--- src/rtl/tlu_dut_responder.sv ---
// EUDET TLU DUT-side handshake: BUSY 4 CLK40 after trigger edge, serial trigger number read out, word held until DATA_READY.
// BUSY is held through readout and output backpressure. Define TLU_TIMESTAMP_EN to stamp DATA[30:16] with a 15-bit CLK40 counter.
module tlu_dut_responder #(
  parameter int TRIG_WIDTH = 15,
  parameter int CLK_DIV    = 4,
  parameter int TIMEOUT    = 255
) (
  input  logic        CLK40,
  input  logic        RESETB,
  input  logic        ENABLE,
  input  logic        TLU_TRIGGER,
  output logic        TLU_BUSY,
  output logic        TLU_CLOCK,
  output logic [31:0] DATA,
  output logic        DATA_VALID,
  input  logic        DATA_READY,
  output logic [7:0]  ERR_CNT
);

  localparam int DIV_W = $clog2(CLK_DIV);
  localparam int TMO_W = $clog2(TIMEOUT + 1);
  localparam int BIT_W = 5;

  typedef enum logic [2:0] {IDLE, WAIT_LOW, SHIFT, OUTPUT, WAIT_IDLE} state_t;

  state_t             state, state_nxt;
  logic               trig_meta, trig_sync, trig_prev, trig_rise;
  logic [DIV_W-1:0]   div_cnt;
  logic [BIT_W-1:0]   bit_cnt;
  logic [TMO_W-1:0]   tmo_cnt;
  logic [15:0]        shreg;
  logic [14:0]        ts_lat;
  logic               div_end, last_bit, tmo_hit;

  assign div_end  = (div_cnt == DIV_W'(CLK_DIV - 1));
  assign last_bit = (bit_cnt == BIT_W'(TRIG_WIDTH - 1));
  assign tmo_hit  = (tmo_cnt == TMO_W'(TIMEOUT - 1));

  // Two-flop synchronizer plus registered rising-edge detect
  always_ff @(posedge CLK40) begin
    if (!RESETB) begin
      trig_meta <= 1'b0;
      trig_sync <= 1'b0;
      trig_prev <= 1'b0;
      trig_rise <= 1'b0;
    end else begin
      trig_meta <= TLU_TRIGGER;
      trig_sync <= trig_meta;
      trig_prev <= trig_sync;
      trig_rise <= trig_sync & ~trig_prev;
    end
  end

`ifdef TLU_TIMESTAMP_EN
  logic [14:0] ts;

  always_ff @(posedge CLK40) begin
    if (!RESETB) begin
      ts     <= '0;
      ts_lat <= '0;
    end else begin
      ts <= ts + 15'd1;
      if (state == IDLE && state_nxt == WAIT_LOW) ts_lat <= ts;
    end
  end
`else
  assign ts_lat = '0;
`endif

  always_comb begin
    state_nxt = state;
    case (state)
      IDLE:      if (ENABLE && trig_rise) state_nxt = WAIT_LOW;
      WAIT_LOW:  if (!trig_sync) state_nxt = SHIFT;
                 else if (tmo_hit) state_nxt = WAIT_IDLE;
      SHIFT:     if (div_end && !TLU_CLOCK && last_bit) state_nxt = OUTPUT;
      // DATA_VALID is high for the whole of OUTPUT
      OUTPUT:    if (DATA_READY) state_nxt = WAIT_IDLE;
      WAIT_IDLE: if (!trig_sync) state_nxt = IDLE;
      default:   state_nxt = IDLE;
    endcase
  end

  always_ff @(posedge CLK40) begin
    if (!RESETB) begin
      state      <= IDLE;
      TLU_BUSY   <= 1'b0;
      TLU_CLOCK  <= 1'b0;
      DATA       <= '0;
      DATA_VALID <= 1'b0;
      ERR_CNT    <= '0;
      div_cnt    <= '0;
      bit_cnt    <= '0;
      tmo_cnt    <= '0;
      shreg      <= '0;
    end else begin
      state <= state_nxt;
      case (state)
        IDLE: begin
          tmo_cnt <= '0;
          if (state_nxt == WAIT_LOW) TLU_BUSY <= 1'b1;
        end
        WAIT_LOW: begin
          tmo_cnt <= tmo_cnt + TMO_W'(1);
          div_cnt <= '0;
          bit_cnt <= '0;
          shreg   <= '0;
          if (state_nxt == SHIFT) begin
            TLU_CLOCK <= 1'b1;
          end else if (state_nxt == WAIT_IDLE) begin
            TLU_BUSY <= 1'b0;
            if (ERR_CNT != 8'hFF) ERR_CNT <= ERR_CNT + 8'd1;
          end
        end
        SHIFT: begin
          if (div_end) begin
            div_cnt <= '0;
            if (TLU_CLOCK) begin
              // Last high-phase cycle: the TLU bit has had time to pass the synchronizer
              shreg     <= {shreg[14:0], trig_sync};
              TLU_CLOCK <= 1'b0;
            end else begin
              bit_cnt <= bit_cnt + BIT_W'(1);
              if (!last_bit) begin
                TLU_CLOCK <= 1'b1;
              end else begin
                DATA       <= {1'b1, ts_lat, shreg};
                DATA_VALID <= 1'b1;
              end
            end
          end else begin
            div_cnt <= div_cnt + DIV_W'(1);
          end
        end
        OUTPUT: begin
          if (DATA_READY) begin
            DATA_VALID <= 1'b0;
            TLU_BUSY   <= 1'b0;
          end
        end
        default: ;
      endcase
    end
  end

endmodule

--- config.mk ---
export PLATFORM = sky130hd
export DESIGN_NAME = tlu_dut_responder
export DESIGN_NICKNAME = d
export VERILOG_FILES = /design/src/rtl/tlu_dut_responder.sv
export SDC_FILE = /design/constraint.sdc
export NUM_CORES = 1
export LEC_CHECK = 0
export ABC_AREA = 1
export CAP_MARGIN = 20
export CORE_UTILIZATION = 30
export CTS_CLUSTER_SIZE = 12
export DETAILED_ROUTE_END_ITERATION = 7
export DONT_BUFFER_PORTS = 1
export SETUP_SLACK_MARGIN = 0.3
export SYNTH_ARGS = -nofsm -noshare
export SYNTH_HDL_FRONTEND = slang
export SYNTH_SLANG_ARGS = --single-unit
export TNS_END_PERCENT = 100
--- constraint.sdc ---
create_clock -name CLK40 -period 1.65 [get_ports CLK40]
set_clock_uncertainty 0.15 [all_clocks]
set_input_delay 0.2475 -clock CLK40 [delete_from_list [all_inputs] [get_ports CLK40]]
set_output_delay 0.2475 -clock CLK40 [all_outputs]
set_load 0.02 [all_outputs]
==> results.py, run 1 <==
metrics = {
    "detailed_routing": {
        "drc": 0,
        "drt_wl_total_um": 7220,
        "routed_wire_length_per_instance_um": 12.8,
        "drtPass1Iterations": 4,
        "vias": 2610,
        "drtAntennaViolNets": 0,
        "drtIter0Drc": 67,
        "vias_per_cell": 4.64,
    },
    "die": {
        "floorplan.die.height_um": 101,
        "die_x_um": 101,
        "site_row_count": 35,
        "starting_density": 0.315,
        "ios": 48,
        "design.core.area_sq_um": 9420,
        "die_area_sq_um": 10300,
    },
    "grt": {
        "globalRouteTotalUtil": 0.143,
        "grtUsageMet2": 0.232,
        "grt_antenna_before_repair": 0,
        "grt_most_used_layer": "met2",
        "total_gr_overflow": 0,
        "grt_start_max_net_pins": 44,
        "grt_first_pass_wirelength_um": 11400,
        "grt_pass1_vias": 2449,
        "grt_met1_usage": 0.175,
        "gr-usage-met3": 0.0504,
    },
    "cells_and_area": {
        "syn_to_final_growth_pct": 36.0,
        "layout-drive-gt1-share": 0.374,
        "design.final.nets": 439,
        "instances_no_fill": 562,
        "fillers": 916,
        "insertedDiodeCount": 0,
    },
    "sta": {
        "clock.fmax_ghz": 0.611,
        "slew_viol_final": 0,
        "hold_slack_ps": -146,
        "setup_viol_count_final": 0,
        "timing.setup.tns_ps": 0,
        "final_clock_period_utilization_by_the_worst_path": 0.991,
        "hold_viol": 43,
        "min_period_ps": 1640,
        "setup_repair_after_global_routing_missed_its_margin": "true",
        "timing.final.ws_setup_ps": 14.2,
    },
    "clock_tree": {
        "clock_tree.buffer_depth": 2,
        "cts_inserted_buffers": 9,
        "clk_pin_slew_worst_paths_ps": 80,
        "hold_buffers": 3,
        "cts-htree-levels": 3,
        "ctsRootBufferMaster": "sky130_fd_sc_hd__clkbuf_8",
        "clock_latency_at_the_later_pin_of_the_worst_skew_pair_ps": 350,
        "tritoncts": "built",
        "clock_sink_count": 66,
    },
    "place": {
        "setup_slack_after_placement_ps": -20.2,
        "placement.io_buffers": 0,
        "placed_cells_incl_taps": 511,
        "finalWeightedCongestion": 0.744,
        "dp.final_hpwl_um": 4230,
    },
    "yosys": {
        "synth_top_area_frac": 0.446,
        "post_synth_inst_count": 376,
        "yosys_warnings": 0,
        "synthDistinctLibCells": 38,
        "yosysTopAreaCell": "sky130_fd_sc_hd__dfxtp_1",
        "syn-cell-area_sq_um": 2960,
        "share_of_the_yosys_chip_area_belonging_to_registers": 0.446,
        "postSynthRegisterBits": 66,
        "yosys-top-cells-area": "sky130_fd_sc_hd__dfxtp_1, sky130_fd_sc_hd__nand2_1, sky130_fd_sc_hd__o21ai_0",
        "synthesized_area_divided_by_synthesized_cell_count_sq_um": 7.88,
    },
    "setup_path": {
        "regToRegStartpoint": "state[1]",
        "cpPeakStageDelay_ps": 360,
        "critPathRequiredTime_ps": 1790,
        "timing.reg2reg.worst_path_depth": 9,
        "critPathLaunchType": "register",
        "cp.depth": 9,
        "cp_max_fo": 6,
        "cp.arrival_ps": 1770,
        "critPathBufInv": 5,
        "crit_path_start": "state[1]",
        "rr_endpoint": "DATA[4]",
        "critPathSlowestCell": "sky130_fd_sc_hd__dfxtp_2",
        "worst_setup_path_endpoint": "DATA[4]",
        "cp_top_family": "buffers and inverters",
        "most_used_cell_cp": "sky130_fd_sc_hd__buf_6",
        "setup.reg_to_reg.worst_slack_ps": 10,
        "critical_path.cell_chain": "inv_4, nor3_4, buf_6, buf_6, nand3_4, inv_6, clkbuf_16, o21ai_2, a21oi_1",
        "worst-setup-path-type": "register to register",
        "crit_path_end_kind": "register",
    },
    "min_path": {
        "worst_hold_path_startpoint": "RESETB",
        "min_path_type": "primary input to register",
        "whs_path_depth": 2,
    },
    "power_and_ir_drop": {
        "seq_power_share": 0.544,
        "power.switching_fraction": 0.260,
        "cellLeakagePower_nw": 1.56,
        "switching_power_w": 0.000765,
        "combinationalPowerShare": 0.044,
        "internal-power_w": 0.00218,
        "clock_power_share": 0.412,
        "vdd.ir_drop.worst_mv": 0.435,
        "power_density_nw_per_um2": 730,
    },
    "job": {
        "max-cap-violations": 0,
    },
    "outcome": {
        "status": "complete, but fails checks",
        "failed_checks": "hold timing",
    },
}
-- synth_stat cells (all sizes together) --
master / n
a211oi: 2
a21oi: 36
a221oi: 1
a31oi: 1
buf: 23
clkbuf: 7
clkinv: 1
conb: 1
dfxtp: 66
ha: 6
inv: 43
nand2: 58
nand3: 11
nand4: 15
nor2: 35
nor3: 8
nor3b: 2
o211a: 1
o211ai: 1
o21ai: 48
or2: 2
xnor2: 3
xor2: 5
-- worst min path at each step --
stage                       endpoint
final                     ERR_CNT[1]
after global routing         DATA[4]
after CTS                   state[0]
after detailed placement   trig_meta
after global placement     trig_meta
after floorplan            trig_meta
-- kinds of logic after synthesis --
logic type | synth area share
simple gates | 0.208
flops | 0.446
fa+ha+maj | 0.0253
buf+inv | 0.122
compound gates | 0.173
xor+xnor | 0.0237
other cells | 0.00127
-- power groups by stage --
stage / Clock [W] / Combinational, W / Sequential (W)
global route: 0.00130 / 0.000143 / 0.00160
detailed placement: 0 / 0.0000956 / 0.00164
global placement: 0 / 0.0000941 / 0.00164
floorplan: 0 / 0.000118 / 0.00164
finish: 0.00121 / 0.000129 / 0.00160
CTS: 0.00122 / 0.000119 / 0.00160
-- flip-flops by register name (all words and copies together) (netlist names) --
name / cells
bit_cnt: 5
state: 3
trig_meta: 1
DATA_VALID: 1
trig_rise: 1
trig_sync: 1
shreg: 16
TLU_CLOCK: 1
DATA: 17
trig_prev: 1
TLU_BUSY: 1
ERR_CNT: 8
tmo_cnt: 8
div_cnt: 2
-- area by class of cell --
class / count / area (sq um) / share of cell area
multi-input cells: 252 / 1610 / 0.399
flip-flops and latches: 66 / 1360 / 0.337
repair buffers: 55 / 544 / 0.135
inverters: 44 / 193 / 0.0478
well taps: 129 / 161 / 0.0401
clock buffers: 9 / 124 / 0.0308
clock inverters: 7 / 43.8 / 0.0109
-- stage by stage --
step / cell area [sq um] / utilization / power, W / hold WS (ps)
3_5_place_dp: 3250 / 0.345 / 0.00173 / 198
3_3_place_gp: 3250 / 0.345 / 0.00173 / 198
5_1_grt: 4030 / 0.428 / 0.00304 / -151
4_1_cts: 3750 / 0.398 / 0.00294 / -151
6_report: 4030 / 0.428 / 0.00294 / -146
2_1_floorplan: 3110 / - / 0.00176 / 195
-- placed cells by master (no fill, tap or decap), types with 4 or more instances in the layout --
master,n
sky130_fd_sc_hd__o21ai_1,24
sky130_fd_sc_hd__clkbuf_8,9
sky130_fd_sc_hd__inv_4,6
sky130_fd_sc_hd__nand2_2,9
sky130_fd_sc_hd__nor2_1,26
sky130_fd_sc_hd__buf_4,36
sky130_fd_sc_hd__ha_4,4
sky130_fd_sc_hd__nor3_1,5
sky130_fd_sc_hd__dfxtp_1,48
sky130_fd_sc_hd__o21ai_2,14
sky130_fd_sc_hd__a21oi_1,28
sky130_fd_sc_hd__a21oi_2,7
sky130_fd_sc_hd__xor2_1,5
sky130_fd_sc_hd__dfxtp_4,5
sky130_fd_sc_hd__nor2_2,6
sky130_fd_sc_hd__buf_6,9
sky130_fd_sc_hd__conb_1,15
sky130_fd_sc_hd__nand4_1,15
sky130_fd_sc_hd__dfxtp_2,13
sky130_fd_sc_hd__nand3_2,4
sky130_fd_sc_hd__inv_1,33
sky130_fd_sc_hd__nand2_1,47
sky130_fd_sc_hd__o21ai_0,10
sky130_fd_sc_hd__nand3_1,4
sky130_fd_sc_hd__inv_2,5
-- repair_timing --
action,in CTS,in global routing
buffers inserted,14,11
cloned,4,3
setup endpoints to repair,59,60
gates resized for setup,49,39
endpoints found under the hold margin,46,43
pin swaps,20,11
-- layer usage --
| metal | vias up | part of all wire | wire, um |
|---|---|---|---|
| li1 | 1317 | - | - |
| met1 | 1210 | 0.47 | 3360 |
| met2 | 69 | 0.47 | 3370 |
| met3 | 14 | 0.051 | 370 |
| met4 | 0 | 0.017 | 123 |
| met5 | - | 0 | 0 |
No activity file was read; power rests on OpenSTA's default activity.
==> run 2, diff against run 1 <==
--- a/config.mk
+++ b/config.mk
@@ -8,7 +8,6 @@
 export ABC_AREA = 1
 export CAP_MARGIN = 20
 export CORE_UTILIZATION = 30
-export CTS_CLUSTER_SIZE = 12
 export DETAILED_ROUTE_END_ITERATION = 7
 export DONT_BUFFER_PORTS = 1
 export SETUP_SLACK_MARGIN = 0.3
==> constraint.sdc (replaced) <==
create_clock -name CLK40 -period 1.55 [get_ports CLK40]
set_clock_uncertainty 0.15 [all_clocks]
set_input_delay 0.2325 -clock CLK40 [delete_from_list [all_inputs] [get_ports CLK40]]
set_output_delay 0.2325 -clock CLK40 [all_outputs]
set_load 0.02 [all_outputs]
==> results.py, run 2 (synthesis results as in run 1) <==
metrics = {
    "setup_path": {
        "cp.arrival_ps": 1720,
        "timing.reg2reg.worst_path_depth": 8,
        "setup.reg_to_reg.worst_slack_ps": -80,
        "critPathLaunchType": "register",
        "cpPeakStageDelay_ps": 410,
        "critPathBufInv": 1,
        "critPathRequiredTime_ps": 1650,
        "critical_path.cell_chain": "nand2_1, nor2_1, nand2_1, nand2_4, buf_4, nand2_4, nand2_1, a21oi_2",
        "rr_endpoint": "ERR_CNT[4]",
        "regToRegStartpoint": "state[0]",
        "most_used_cell_cp": "sky130_fd_sc_hd__nand2_1",
        "crit_path_end_kind": "register",
        "critPathSlowestCell": "sky130_fd_sc_hd__dfxtp_4",
        "cp_top_family": "simple AND/OR/NAND/NOR gates",
        "worst-setup-path-type": "register to register",
        "cp_max_fo": 6,
    },
    "detailed_routing": {
        "drt_wl_total_um": 8020,
        "drtPass1Iterations": 7,
        "drtIter0Drc": 135,
        "drtAntennaViolNets": 0,
        "vias": 2744,
        "drc": 0,
        "routed_wire_length_per_instance_um": 13.8,
        "vias_per_cell": 4.73,
    },
    "grt": {
        "total_gr_overflow": 0,
        "globalRouteTotalUtil": 0.155,
        "grt_pass1_vias": 2673,
        "grt_antenna_before_repair": 0,
        "grt_first_pass_wirelength_um": 12500,
        "grt_start_max_net_pins": 44,
    },
    "clock_tree": {
        "cts_inserted_buffers": 9,
        "clk_pin_slew_worst_paths_ps": 80,
        "clock_tree.buffer_depth": 2,
        "clock_sink_count": 66,
        "cts-htree-levels": 3,
        "clock_latency_at_the_later_pin_of_the_worst_skew_pair_ps": 350,
        "ctsRootBufferMaster": "sky130_fd_sc_hd__clkbuf_8",
        "tritoncts": "built",
        "hold_buffers": 2,
    },
    "min_path": {
        "holdPathEnd": "DATA[6]",
        "min_path_type": "primary input to register",
        "worst_hold_path_startpoint": "RESETB",
        "whs_path_depth": 2,
    },
    "power_and_ir_drop": {
        "vdd.ir_drop.worst_mv": 0.481,
        "power_density_nw_per_um2": 737,
        "cellLeakagePower_nw": 1.79,
    },
    "die": {
        "die_area_sq_um": 10300,
        "floorplan.die.height_um": 101,
        "starting_density": 0.315,
        "ios": 48,
        "die_x_um": 101,
        "site_row_count": 35,
        "design.core.area_sq_um": 9420,
    },
    "cells_and_area": {
        "layout.cells.most_common_list": "sky130_fd_sc_hd__dfxtp_1, sky130_fd_sc_hd__buf_4, sky130_fd_sc_hd__nand2_1, sky130_fd_sc_hd__inv_1",
        "instances_no_fill": 580,
        "multi_input_area_sq_um": 1800,
        "design.final.nets": 457,
        "largestRegisters": "DATA: 17 flops, shreg: 16 flops",
        "insertedDiodeCount": 0,
        "biggest_register": "DATA",
        "layout_commonest_cell": "sky130_fd_sc_hd__dfxtp_1",
        "final-seq-area_sq_um": 1370,
        "syn_to_final_growth_pct": 53.4,
        "layout-drive-gt1-share": 0.494,
        "flip_flop_count_of_the_largest_register_after_layout": 17,
        "fillers": 823,
    },
    "sta": {
        "hold_viol": 45,
        "min_period_ps": 1630,
        "timing.setup.tns_ps": -1020,
        "hold_slack_ps": -165,
        "setup_viol_count_final": 34,
        "timing.final.ws_setup_ps": -79.5,
        "setup_repair_after_global_routing_missed_its_margin": "true",
        "slew_viol_final": 0,
        "clock.fmax_ghz": 0.614,
        "final_clock_period_utilization_by_the_worst_path": 1.05,
    },
    "place": {
        "dp.final_hpwl_um": 4460,
        "placement.io_buffers": 0,
        "placed_cells_incl_taps": 529,
        "finalWeightedCongestion": 0.848,
    },
    "job": {
        "max-cap-violations": 0,
    },
    "outcome": {
        "status": "complete, but fails checks",
        "failed_checks": "hold timing, setup timing",
    },
}
## run 2: cell count changes in the layout (fill, tap and decap cells not counted), sizes merged
cell and delta:
bufinv +1, inv -1, dlygate4sd3 -1, buf +19
## run 2: routing by layer
layer / up-vias / global-route usage / wire length [um]
li1: 1363 / - / -
met1: 1304 / 0.180 / 3500
met2: 67 / 0.265 / 4030
met3: 10 / 0.0435 / 363
met4: 0 / 0.0725 / 129
met5: - / 0 / 0
## run 2: worst max-delay path by stage
stage,start,endpoint,slack [ps],cells after the start
after detailed placement,state[0],shreg[6],-30,5
after global placement,state[0],bit_cnt[3],2,8
after floorplan,state[0],shreg[10],60,6
after CTS,state[1],ERR_CNT[3],-20,8
after global routing,state[0],ERR_CNT[4],-160,8
final,state[0],ERR_CNT[4],-80,8
## run 2: area by class of cell
type                    count  share of cell area
multi-input cells         252               0.395
flip-flops and latches     66               0.301
repair buffers             73               0.178
inverters                  44              0.0463
well taps                 129              0.0355
clock buffers               9              0.0273
clock inverters             7              0.0171
## run 2: report_power, final
group          switching (W)  internal [W]
combinational      0.0000981     0.0000572
clock               0.000738      0.000756
sequential        0.00000959       0.00169
total               0.000846       0.00250
## run 2: through the flow
stage          instance area (sq um)  power, W  setup slack, ps  hold WS, ps  utilization
2_1_floorplan                   3120   0.00187             56.4          180            -
3_3_place_gp                    3420   0.00185             1.79          186        0.363
3_5_place_dp                    3420   0.00186            -32.0          187        0.363
4_1_cts                         4190   0.00335            -16.8         -177        0.445
5_1_grt                         4540   0.00346             -155         -180        0.482
6_report                        4540   0.00335            -79.5         -165        0.482
## run 2: what timing repair did
action                                  4_1_cts  5_1_grt
endpoints found under the setup margin       66       67
pin swaps                                    29       24
gates resized for setup                      96       66
hold endpoints to repair                     47       45
gates cloned                                  5        2
buffers inserted                             19        7
